<file path="config.mk">
export PLATFORM = sky130hd
export DESIGN_NAME = batch_sequencer
export DESIGN_NICKNAME = d
export VERILOG_FILES = /design/src/rtl/batch_seq_pkg.sv /design/src/rtl/seq_mac.sv /design/src/rtl/batch_sequencer.sv
export SDC_FILE = /design/constraint.sdc
export NUM_CORES = 1
export LEC_CHECK = 0
export CELL_PAD_IN_SITES_DETAIL_PLACEMENT = 2
export CELL_PAD_IN_SITES_GLOBAL_PLACEMENT = 2
export CORE_UTILIZATION = 35
export DETAILED_ROUTE_END_ITERATION = 8
export PLACE_DENSITY_LB_ADDON = 0.1
export SLEW_MARGIN = 10
export SYNTH_ARGS = -nofsm -noshare
export SYNTH_HDL_FRONTEND = slang
export SYNTH_SLANG_ARGS = --single-unit
</file>
<file path="constraint.sdc">
create_clock -name i_clk -period 18.8 [get_ports i_clk]
set_input_delay 2.82 -clock i_clk [delete_from_list [all_inputs] [get_ports i_clk]]
set_output_delay 2.82 -clock i_clk [all_outputs]
set_load 0.02 [all_outputs]
</file>
<file path="src/rtl/batch_seq_pkg.sv">
`default_nettype none
// ============================================================================
//  Module      : batch_seq_pkg
//  Description : Shared dimensions and FSM encoding for the batch sequencer.
//  Revision    : 1.0 - initial release
// ============================================================================
package batch_seq_pkg;

    localparam int BATCH_DIM = 8;
    localparam int IDX_W     = $clog2(BATCH_DIM);
    localparam int ACC_W     = 32;
    localparam int MAX_ITER  = BATCH_DIM * BATCH_DIM;
    localparam int ST_W      = 3;

    typedef enum logic [ST_W-1:0] {
        ST_IDLE  = 3'd0,
        ST_WAIT  = 3'd1,
        ST_FETCH = 3'd2,
        ST_DRAIN = 3'd3,
        ST_OUT   = 3'd4
    } state_t;

endpackage
`default_nettype wire

</file>
<file path="src/rtl/seq_mac.sv">
`default_nettype none
// ============================================================================
//  Module      : seq_mac
//  Description : Signed 8x8 multiply-accumulate with clear and enable.
//  Revision    : 1.0 - initial release
// ============================================================================
module seq_mac #(
    parameter int ACC_W = batch_seq_pkg::ACC_W
) (
    input  logic               i_clk,
    input  logic               i_clr,
    input  logic               i_acc_clr,
    input  logic               i_en,
    input  logic signed [7:0]  i_a,
    input  logic signed [7:0]  i_b,
    output logic [ACC_W-1:0]   o_acc
);
    import batch_seq_pkg::*;

    logic signed [15:0] w_prod;
    logic [ACC_W-1:0]   w_prod_ext;
    logic [ACC_W-1:0]   r_acc;

    assign w_prod     = i_a * i_b;
    assign w_prod_ext = {{(ACC_W-16){w_prod[15]}}, w_prod};
    assign o_acc      = r_acc;

    // Accumulator: clear has priority; products wrap with no saturation.
    always_ff @(posedge i_clk) begin
        if (i_clr) begin
            r_acc <= '0;
        end else if (i_acc_clr) begin
            r_acc <= '0;
        end else if (i_en) begin
            r_acc <= r_acc + w_prod_ext;
        end
    end

endmodule
`default_nettype wire

</file>
<file path="src/rtl/batch_sequencer.sv">
`default_nettype none
// ============================================================================
//  Module      : batch_sequencer
//  Description : Sequences C = D x W over two 8x8 batch buffers, one element
//                per run step, with valid/ready result hand-off.
//  Revision    : 1.0 - initial release
// ============================================================================
module batch_sequencer #(
    parameter int BATCH_DIM = batch_seq_pkg::BATCH_DIM,
    parameter int ACC_W     = batch_seq_pkg::ACC_W,
    parameter int MAX_ITER  = batch_seq_pkg::MAX_ITER
) (
    input  logic                         i_clk,
    input  logic                         i_clr,
    input  logic [31:0]                  i_iterations,
    input  logic                         i_iterations_write,
    output logic                         o_busy,
    output logic                         o_done,
    output logic [$clog2(BATCH_DIM)-1:0] o_rd_row_d,
    output logic [$clog2(BATCH_DIM)-1:0] o_rd_col_d,
    input  logic [7:0]                   i_data,
    input  logic [BATCH_DIM-1:0]         i_data_sticky,
    output logic [$clog2(BATCH_DIM)-1:0] o_rd_row_w,
    output logic [$clog2(BATCH_DIM)-1:0] o_rd_col_w,
    input  logic [7:0]                   i_weight,
    input  logic [BATCH_DIM-1:0]         i_weight_sticky,
    output logic [ACC_W-1:0]             o_res,
    output logic                         o_res_valid,
    input  logic                         i_res_ready,
    output logic                         o_batch_clr
);
    import batch_seq_pkg::*;

    localparam int IDX_W = $clog2(BATCH_DIM);
    localparam int CNT_W = $clog2(MAX_ITER + 1);
    localparam logic [IDX_W-1:0] c_IDX_LAST = IDX_W'(BATCH_DIM - 1);

    state_t           r_state;
    state_t           w_next;
    logic [CNT_W-1:0] r_remain;
    logic [CNT_W-1:0] w_iter_cap;
    logic [IDX_W-1:0] r_row, r_col, r_k;
    logic [IDX_W-1:0] r_rd_row_d, r_rd_col_d, r_rd_row_w, r_rd_col_w;
    logic             r_fetch_d, r_done, r_batch_clr;
    logic             w_go, w_hs, w_last, w_acc_clr;

    // Requested count clamped to one full batch.
    assign w_iter_cap = (i_iterations > 32'(MAX_ITER)) ? CNT_W'(MAX_ITER)
                                                        : i_iterations[CNT_W-1:0];
    assign w_go   = i_data_sticky[r_row] && (&i_weight_sticky);
    assign w_hs   = (r_state == ST_OUT) && i_res_ready;
    assign w_last = (r_remain == CNT_W'(1));

    assign o_rd_row_d  = r_rd_row_d;
    assign o_rd_col_d  = r_rd_col_d;
    assign o_rd_row_w  = r_rd_row_w;
    assign o_rd_col_w  = r_rd_col_w;
    assign o_done      = r_done;
    assign o_batch_clr = r_batch_clr;

    // State register; clear aborts any run.
    always_ff @(posedge i_clk) begin
        if (i_clr) begin
            r_state <= ST_IDLE;
        end else begin
            r_state <= w_next;
        end
    end

    // Next-state decode.
    always_comb begin
        w_next = r_state;
        case (r_state)
            ST_IDLE:  if (i_iterations_write && (w_iter_cap != '0)) w_next = ST_WAIT;
            ST_WAIT:  if (w_go) w_next = ST_FETCH;
            ST_FETCH: if (r_k == c_IDX_LAST) w_next = ST_DRAIN;
            ST_DRAIN: w_next = ST_OUT;
            ST_OUT:   if (i_res_ready) w_next = w_last ? ST_IDLE : ST_WAIT;
            default:  w_next = ST_IDLE;
        endcase
    end

    // State-decoded outputs and MAC control.
    always_comb begin
        o_busy      = (r_state != ST_IDLE);
        o_res_valid = (r_state == ST_OUT);
        w_acc_clr   = (r_state == ST_FETCH) && (r_k == '0);
    end

    // Run bookkeeping, element indices and registered read addresses.
    always_ff @(posedge i_clk) begin
        if (i_clr) begin
            r_remain    <= '0;
            r_row       <= '0;
            r_col       <= '0;
            r_k         <= '0;
            r_rd_row_d  <= '0;
            r_rd_col_d  <= '0;
            r_rd_row_w  <= '0;
            r_rd_col_w  <= '0;
            r_fetch_d   <= 1'b0;
            r_done      <= 1'b0;
            r_batch_clr <= 1'b0;
        end else begin
            r_done      <= 1'b0;
            r_batch_clr <= 1'b0;
            // Data for the address issued this cycle returns next cycle.
            r_fetch_d   <= (r_state == ST_FETCH);
            case (r_state)
                ST_IDLE: begin
                    if (i_iterations_write) begin
                        r_remain <= w_iter_cap;
                        r_row    <= '0;
                        r_col    <= '0;
                        if (w_iter_cap == '0) begin
                            r_done      <= 1'b1;
                            r_batch_clr <= 1'b1;
                        end
                    end
                end
                ST_WAIT: begin
                    if (w_go) begin
                        r_k        <= '0;
                        r_rd_row_d <= r_row;
                        r_rd_col_d <= '0;
                        r_rd_row_w <= '0;
                        r_rd_col_w <= r_col;
                    end
                end
                ST_FETCH: begin
                    if (r_k != c_IDX_LAST) begin
                        r_k        <= r_k + IDX_W'(1);
                        r_rd_col_d <= r_k + IDX_W'(1);
                        r_rd_row_w <= r_k + IDX_W'(1);
                    end
                end
                ST_OUT: begin
                    if (w_hs) begin
                        r_remain <= r_remain - CNT_W'(1);
                        if (w_last) begin
                            r_done      <= 1'b1;
                            r_batch_clr <= 1'b1;
                        end else if (r_col == c_IDX_LAST) begin
                            r_col <= '0;
                            r_row <= r_row + IDX_W'(1);
                        end else begin
                            r_col <= r_col + IDX_W'(1);
                        end
                    end
                end
                default: ;
            endcase
        end
    end

    seq_mac #(
        .ACC_W (ACC_W)
    ) u_mac (
        .i_clk     (i_clk),
        .i_clr     (i_clr),
        .i_acc_clr (w_acc_clr),
        .i_en      (r_fetch_d),
        .i_a       (i_data),
        .i_b       (i_weight),
        .o_acc     (o_res)
    );

endmodule
`default_nettype wire

</file>
==> results of run 1 <==
-- sequential cells by signal, indices dropped and copies added (netlist names) --
name and flops:
r_col 3, o_batch_clr 1, r_state 3, o_rd_col_w 3, r_fetch_d 1, o_rd_row_d 3
o_rd_row_w 3, r_remain 7, r_row 3, u_mac.o_acc 32
-- per-stage QoR --
| stage | area, sq um | worst slack (ps) |
|---|---|---|
| floorplan | 6740 | 9620 |
| global placement | 8080 | 8760 |
| detailed placement | 8080 | 8370 |
| CTS | 8410 | 8670 |
| global route | 8410 | 8140 |
| finish | 8410 | 8690 |
-- logic make-up (layout without fill, tap and decap cells) --
| kind of cell | Yosys count | count (layout) |
|---|---|---|
| xor+xnor | 40 | 40 |
| mux | 27 | 27 |
| compound gates | 159 | 159 |
| flops | 59 | 59 |
| fa+ha+maj | 124 | 124 |
| simple gates | 265 | 265 |
| buf+inv | 132 | 243 |
-- worst paths after layout --
check / to / slack [ps] / startpoint
max reg2reg: u_mac.o_acc[21] / 15940 / u_mac.o_acc[4]
max: u_mac.o_acc[30] / 8690 / i_data[3]
min: u_mac.o_acc[30] / 500 / u_mac.o_acc[30]
min reg2reg: u_mac.o_acc[30] / 500 / u_mac.o_acc[30]
-- layout make-up --
cell class / count / area [sq um] / area share
tap: 234 / 293 / 0.0348
clock buffer: 12 / 256 / 0.0305
timing repair buffer: 118 / 1170 / 0.140
inverter: 109 / 409 / 0.0486
clock inverter: 4 / 72.6 / 0.00863
sequential: 59 / 1180 / 0.140
multi-input combinational: 615 / 5030 / 0.598
-- Yosys cell counts, types with 16 or more instances --
| cell | number | area share |
|---|---|---|
| mux2i_1 | 24 | 0.036 |
| o21ai_0 | 18 | 0.013 |
| nand3_1 | 24 | 0.018 |
| ha_1 | 68 | 0.13 |
| fa_1 | 56 | 0.17 |
| a21oi_1 | 64 | 0.047 |
| and2_1 | 47 | 0.044 |
| nand2_1 | 42 | 0.023 |
| xnor2_1 | 30 | 0.039 |
| nor2_1 | 78 | 0.043 |
| nor3_1 | 16 | 0.012 |
| dfxtp_1 | 59 | 0.18 |
| inv_1 | 108 | 0.060 |
-- layout by cell type, fill, tap and decap left out, types with 5 or more instances in the layout --
cell type / n
a211oi_1: 15
a21oi_1: 64
a31oi_1: 5
inv_1: 108
fa_1: 56
dfxtp_1: 59
nand2_1: 42
clkbuf_16: 9
ha_1: 68
o21bai_1: 11
nor2b_1: 9
nor3_1: 16
nor2_1: 78
nand3_1: 24
nand4_1: 9
and2_1: 47
nor4_1: 10
o21ai_0: 18
a21o_1: 6
xnor2_1: 30
or3_1: 5
clkdlybuf4s50_1: 115
xor2_1: 10
nand2b_1: 7
mux2i_1: 24
-- where the power goes --
group	leakage, uW	switching [uW]	internal (uW)	total, uW
Combinational	0.00299	619	388	1010
Clock	0.000159	63.8	123	187
Sequential	0.000476	0.774	126	126
Total	0.00363	683	637	1320
-- metal layers --
layer,wire (um),up-vias
li1,-,2956
met1,8940,3080
met2,11400,74
met3,421,17
met4,224,0
met5,0,-
-- worst max-delay path: cells and delay by family --
family	cells	cell delay [ps]
and+or+nand+nor	3	520
adders and majority gates	6	2790
buffers and inverters	6	1060
AOI/OAI and AO/OA	12	2870
xor gates and xnor gates	1	190
==> results.yml, run 1 <==
outcome:
  status: "completed"
clock_network:
  ctsResizeCount: 0
  root_buffer: "clkbuf_16"
  cts_buffers: 9
  cts.path.max_buffers: 2
  cts_setup_buffers: 0
  cts.sinks: 59
  cts_tree: "yes"
  path_clk_slew_ps: 60
  hold_buffers: 0
  insertion_delay_ps: 350
  htree_levels: 3
finish:
  drive_gt1_frac: 0.0436
  fin_cells: 1151
  area_delta_synth_final_pct: 24.7
  utilization: 0.448
  nFillCells: 2066
  antennaDiodeCount: 0
  fin_nets: 1104
timing:
  maxSlewViolCount: 0
  timing.final.crit_period_ps: 10110
  setup_viol: 0
  hold_ws_ps: 497
  worstMarginPinSlew_ps: 800
  relSlewSlack: 0.462
  clock_skew_ps: 7.01
  hold_viol: 0
  totalNegativeSetupSlack_ps: 0
  fmax_mhz: 98.9
  period_share: 0.538
  rsz0062_at_grt: "false"
placed_design:
  gp_congestion: 0.864
  dp_hpwl_mm: 17.0
  dp_cells: 1135
  port_buffers: 115
power_and_ir_drop:
  total_power_uw: 1320
  p_leak_uw: 0.00363
  power_density_nw_per_um2: 157
  ir_worst_vdd_v: 0.0000901
yosys:
  syn_nets: 998
  yosysWarnings: 0
  ys.flop_type: "dfxtp_1"
  netlist_area_sq_um: 6740
  synth_compound_area_frac: 0.156
  syn_inst: 806
  synth-seq-cells: 59
  synthXorXnorAreaFrac: 0.0519
  synth.area.mux_share: 0.0440
  seq_area_frac_synth: 0.175
  avgSynthCellArea_sq_um: 8.37
  synth_top_family_by_area: "adder cells"
  async_reset_ff_frac: 0
  synthAdderAreaFrac: 0.292
  synth-edff-count: 0
  yosys.area_share.simple: 0.201
  yosysUniqueCellTypes: 71
floorplanning:
  core_area_sq_um: 18800
  start_util: 0.359
  io_pins: 116
  die_area_sq_um: 19800
  fp.dieH_um: 141
  die_w_um: 141
  rows: 50
worst_setup_path:
  r2r_cells: 10
  slowest_delay_ps: 560
  crit_arrival_ps: 10310
  slowest_stage: "clkdlybuf4s50_1"
  required_ps: 19010
  crit_type: "in -> reg"
  cp-end-kind: "flop"
  startpoint_type: "primary input"
  cp_max_fo: 17
grt:
  grt-busiest-layer: "met2"
  grt_usage: 0.224
  met2_usage: 0.437
  grt_pass1_vias: 7174
  use_met1: 0.257
  globalRouteMet3Util: 0.0313
  grt_max_degree: 32
  overflow: 0
  grt_pass1_wl_mm: 35.5
  antenna_found_initial: 0
job:
  drv_cap: 0
worst_hold_path:
  min_delay_path_depth: 2
  min_path_type: "reg -> reg"
route:
  first_iter_violations: 98
  wl_per_cell_um: 18.2
  via_per_inst: 5.32
  via_count: 6127
  firstDrtPassIters: 6
  drc_errors: 0
  ant_nets: 0
  routed_wl_mm: 21.0
Power figures use the tool's default switching activity.
==> run 2, diff against run 1 <==
--- a/config.mk
+++ b/config.mk
@@ -7,7 +7,7 @@
 export LEC_CHECK = 0
 export CELL_PAD_IN_SITES_DETAIL_PLACEMENT = 2
 export CELL_PAD_IN_SITES_GLOBAL_PLACEMENT = 2
-export CORE_UTILIZATION = 35
+export CORE_UTILIZATION = 33
 export DETAILED_ROUTE_END_ITERATION = 8
 export PLACE_DENSITY_LB_ADDON = 0.1
 export SLEW_MARGIN = 10
==> constraint.sdc (replaced) <==
create_clock -name i_clk -period 9.5 [get_ports i_clk]
set_input_delay 1.425 -clock i_clk [delete_from_list [all_inputs] [get_ports i_clk]]
set_output_delay 1.425 -clock i_clk [all_outputs]
set_load 0.02 [all_outputs]
==> results.yml, run 2 (synthesis results as in run 1) <==
finish:
  layout_commonest_cell: "clkdlybuf4s50_1"
  nFillCells: 2207
  regArea_sq_um: 1180
  antennaDiodeCount: 0
  drive_gt1_frac: 0.0436
  area_delta_synth_final_pct: 25.5
  utilization: 0.429
  largest_register_ffs: 32
  fin_nets: 1104
  multiInputGateArea_sq_um: 5030
  layout_common_cells: "clkdlybuf4s50_1 (115), inv_1 (108), nor2_1 (78)"
floorplanning:
  io_pins: 116
  fp.dieH_um: 145
  die_area_sq_um: 21000
  die_w_um: 145
  start_util: 0.342
  core_area_sq_um: 19700
  rows: 51
clock_network:
  cts.path.max_buffers: 2
  ctsResizeCount: 0
  hold_buffers: 0
  cts_buffers: 9
  cts_tree: "yes"
  insertion_delay_ps: 340
  cts.sinks: 59
  htree_levels: 3
  path_clk_slew_ps: 60
  root_buffer: "clkbuf_16"
  cts_setup_buffers: 0
grt:
  grt_pass1_vias: 7290
  met2_usage: 0.407
  grt_pass1_wl_mm: 35.9
  grt_max_degree: 32
  globalRouteMet3Util: 0.0327
  antenna_found_initial: 0
  grt_usage: 0.208
  grt-busiest-layer: "met2"
  use_met1: 0.237
  overflow: 0
power_and_ir_drop:
  p_leak_uw: 0.00363
  power_density_nw_per_um2: 308
  ir_worst_vdd_v: 0.000191
worst_setup_path:
  ff2ff_setup_slack_ps: 6610
  cp_max_fo: 17
  crit_family: "adder cells"
  crit_arrival_ps: 8800
  rr_startpoint: "u_mac.o_acc[0]"
  crit_type: "in -> reg"
  slowest_stage: "clkdlybuf4s50_1"
  startpoint_type: "primary input"
  crit_buf_inv: 6
  r2r-end: "u_mac.o_acc[28]"
  required_ps: 9760
  slowest_delay_ps: 580
  r2r_cells: 11
  cp-end-kind: "flop"
placed_design:
  gp_congestion: 0.797
  dp_hpwl_mm: 16.9
  pre_cts_ws_ps: 617
  port_buffers: 115
timing:
  clock_skew_ps: 3.54
  worstMarginPinSlew_ps: 854
  hold_viol: 0
  setup_ws_ps: 966
  totalNegativeSetupSlack_ps: 0
  period_share: 0.898
  fmax_mhz: 117
  maxSlewViolCount: 0
  rsz0062_at_grt: "false"
  timing.final.crit_period_ps: 8530
  relSlewSlack: 0.427
  setup_viol: 0
route:
  firstDrtPassIters: 4
  via_per_inst: 5.19
  via_count: 6136
  ant_nets: 0
  wl_per_cell_um: 17.6
  first_iter_violations: 82
  drc_errors: 0
  routed_wl_mm: 20.8
worst_hold_path:
  whs_endpoint: "u_mac.o_acc[31]"
  worstHoldStart: "u_mac.o_acc[31]"
  min_path_type: "reg -> reg"
  min_delay_path_depth: 2
job:
  drv_cap: 0
outcome:
  status: "completed"
[run 2: changes by cell type in the layout (fill, tap and decap cells not counted)]
cell,delta
bufinv_16,+1
clkbuf_8,-2
clkinv_2,-1
clkinv_4,+1
clkinvlp_4,+1
[run 2: worst max-delay path by stage]
stage                startpoint              end  slack, ps  cells past startpoint
finish              i_weight[4]  u_mac.o_acc[31]        970                     28
global route        i_weight[7]  u_mac.o_acc[31]        400                     27
CTS                 i_weight[4]  u_mac.o_acc[31]        950                     28
detailed placement  i_weight[4]  u_mac.o_acc[31]        620                     28
global placement    i_weight[7]  u_mac.o_acc[31]        850                     27
floorplan           i_weight[3]  u_mac.o_acc[31]       1710                     25
[run 2: cell type report]
cell class	count	share of cell area
sequential	59	0.140
tap	265	0.0392
inverter	109	0.0483
clock inverter	6	0.0135
clock buffer	10	0.0271
timing repair buffer	118	0.139
multi-input combinational	615	0.594
[run 2: tightest hold or removal path: cells and delay by family (launching register included)]
| family | cells | cell delay (ps) |
|---|---|---|
| AOI/OAI and AO/OA | 2 | 140 |
| DFF | 1 | 320 |
[run 2: per-stage QoR]
step / area, sq um / power (uW) / std cells / hold WS [ps]
after floorplan: 6740 / 1780 / 806 / 449
after global placement: 8120 / 2140 / 1166 / 473
after detailed placement: 8120 / 2230 / 1166 / 495
after CTS: 8460 / 2650 / 1182 / 509
after global routing: 8460 / 2880 / 1182 / 513
final: 8460 / 2610 / 1182 / 502
[run 2: routing by layer]
metal,routed length (um),up-vias
li1,-,2953
met1,8840,3092
met2,11200,76
met3,511,15
met4,195,0
met5,0,-
[run 2: report_power, final]
| group | switching [uW] | internal (uW) | leakage, uW | total, uW |
|---|---|---|---|---|
| Sequential | 1.66 | 249 | 0.000476 | 250 |
| Combinational | 1210 | 764 | 0.00299 | 1970 |
| Clock | 128 | 257 | 0.000159 | 384 |
| Total | 1340 | 1270 | 0.00363 | 2610 |
==> run 3, diff against run 2 <==
--- a/config.mk
+++ b/config.mk
@@ -9,7 +9,7 @@
 export CELL_PAD_IN_SITES_GLOBAL_PLACEMENT = 2
 export CORE_UTILIZATION = 33
 export DETAILED_ROUTE_END_ITERATION = 8
-export PLACE_DENSITY_LB_ADDON = 0.1
+export PLACE_DENSITY = 0.92
 export SLEW_MARGIN = 10
 export SYNTH_ARGS = -nofsm -noshare
 export SYNTH_HDL_FRONTEND = slang
==> results.yml, run 3 (synthesis results as in run 1) <==
worst_setup_path:
  startpoint_type: "primary input"
  startpoint: "i_weight[2]"
  slowest_delay_ps: 640
  cpMostUsedCell: "inv_1"
  crit_family: "adder cells"
  slowest_stage: "fa_1"
  rr_startpoint: "u_mac.o_acc[0]"
  cp_max_fo: 16
  cp-end-kind: "flop"
  crit_type: "in -> reg"
  crit_buf_inv: 7
  crit_arrival_ps: 9060
  required_ps: 9740
route:
  via_per_inst: 5.41
  routed_wl_mm: 26.5
  wl_per_cell_um: 22.4
  via_count: 6398
  firstDrtPassIters: 4
  first_iter_violations: 140
  drc_errors: 0
  ant_nets: 0
timing:
  maxSlewViolCount: 0
  totalNegativeSetupSlack_ps: 0
  clock_skew_ps: 10.3
  setup_viol: 0
  worstMarginPinSlew_ps: 947
  fmax_mhz: 113
  rsz0062_at_grt: "false"
  period_share: 0.929
  relSlewSlack: 0.364
  timing.final.crit_period_ps: 8820
  hold_viol: 0
finish:
  layout_commonest_cell: "clkdlybuf4s50_1"
  antennaDiodeCount: 0
  area_delta_synth_final_pct: 25.3
  largest_register_ffs: 32
  fin_cells: 1182
  layout_common_cells: "clkdlybuf4s50_1 (115), inv_1 (108), nor2_1 (78)"
  fin_nets: 1104
  drive_gt1_frac: 0.0447
clock_network:
  cts_setup_buffers: 0
  path_clk_slew_ps: 50
  cts.path.max_buffers: 2
  cts_tree: "yes"
  cts.sinks: 59
  insertion_delay_ps: 350
  root_buffer: "clkbuf_16"
  hold_buffers: 0
  cts_buffers: 9
  ctsResizeCount: 0
  htree_levels: 3
grt:
  grt_max_degree: 32
  grt_usage: 0.264
  grt_pass1_vias: 7740
  antenna_found_initial: 0
  overflow: 0
  grt_pass1_wl_mm: 43.0
placed_design:
  port_buffers: 115
  gp_congestion: 0.837
  dp_hpwl_mm: 20.7
  dp_cells: 1166
floorplanning:
  die_w_um: 145
  start_util: 0.342
  io_pins: 116
  die_area_sq_um: 21000
  rows: 51
  core_area_sq_um: 19700
  fp.dieH_um: 145
power_and_ir_drop:
  ir_worst_vdd_v: 0.000158
  p_leak_uw: 0.00362
  power_density_nw_per_um2: 327
job:
  drv_cap: 0
outcome:
  status: "completed"
worst_hold_path:
  worstHoldStart: "u_mac.o_acc[30]"
  min_path_type: "reg -> reg"
run 3: changes by cell type in the layout (fill, tap and decap cells not counted), sizes merged:
cell	before	now
bufinv	3	2
clkinv	2	3
run 3: worst paths after layout:
check                                        to  slack, ps  depth (start not counted)
worst max-delay path            u_mac.o_acc[28]        680                         28
worst min-delay path            u_mac.o_acc[30]        510                          2
worst max register to register  u_mac.o_acc[28]       6400                         11
worst min register to register  u_mac.o_acc[30]        510                          2
run 3: area by class of cell:
type | count | area (sq um)
Clock buffer | 10 | 239
Tap cell | 265 | 332
Fill cell | 2167 | 11300
Inverter | 109 | 409
Sequential cell | 59 | 1180
Clock inverter | 6 | 88.8
Timing Repair Buffer | 118 | 1170
Multi-Input combinational cell | 615 | 5030
run 3: metal layers:
metal | wire length, um | vias up | GRT usage
met5 | 0 | - | 0
met2 | 14600 | 160 | 0.503
met1 | 9670 | 3199 | 0.271
li1 | - | 2967 | -
met4 | 1200 | 0 | 0.134
met3 | 954 | 72 | 0.0503
run 3: worst register-to-register path: stages, from the launching register on:
cell and delay [ps]:
dfxtp_1 400, ha_1 250, fa_1 250, a21o_1 180, nand3_1 140, a31o_2 330
a2111oi_2 390, o21ai_1 220, o21ai_1 270, nand2_1 120, xor2_1 160, a211oi_1 270
run 3: metrics by stage:
step	hold slack (ps)	utilization	setup slack, ps	area, sq um	power, uW
4_1_cts	509	0.429	615	8450	2770
3_5_place_dp	502	0.412	292	8120	2330
5_1_grt	523	0.429	174	8450	2960
3_3_place_gp	465	0.412	989	8120	2120
2_1_floorplan	449	-	1710	6740	1780
6_report	507	0.429	677	8450	2760
run 3: report_power, final:
part / leakage, uW / internal [uW] / total (uW) / switching [uW]
registers: 0.000476 / 249 / 251 / 1.72
logic: 0.00299 / 784 / 2140 / 1360
clock network: 0.000155 / 237 / 368 / 132
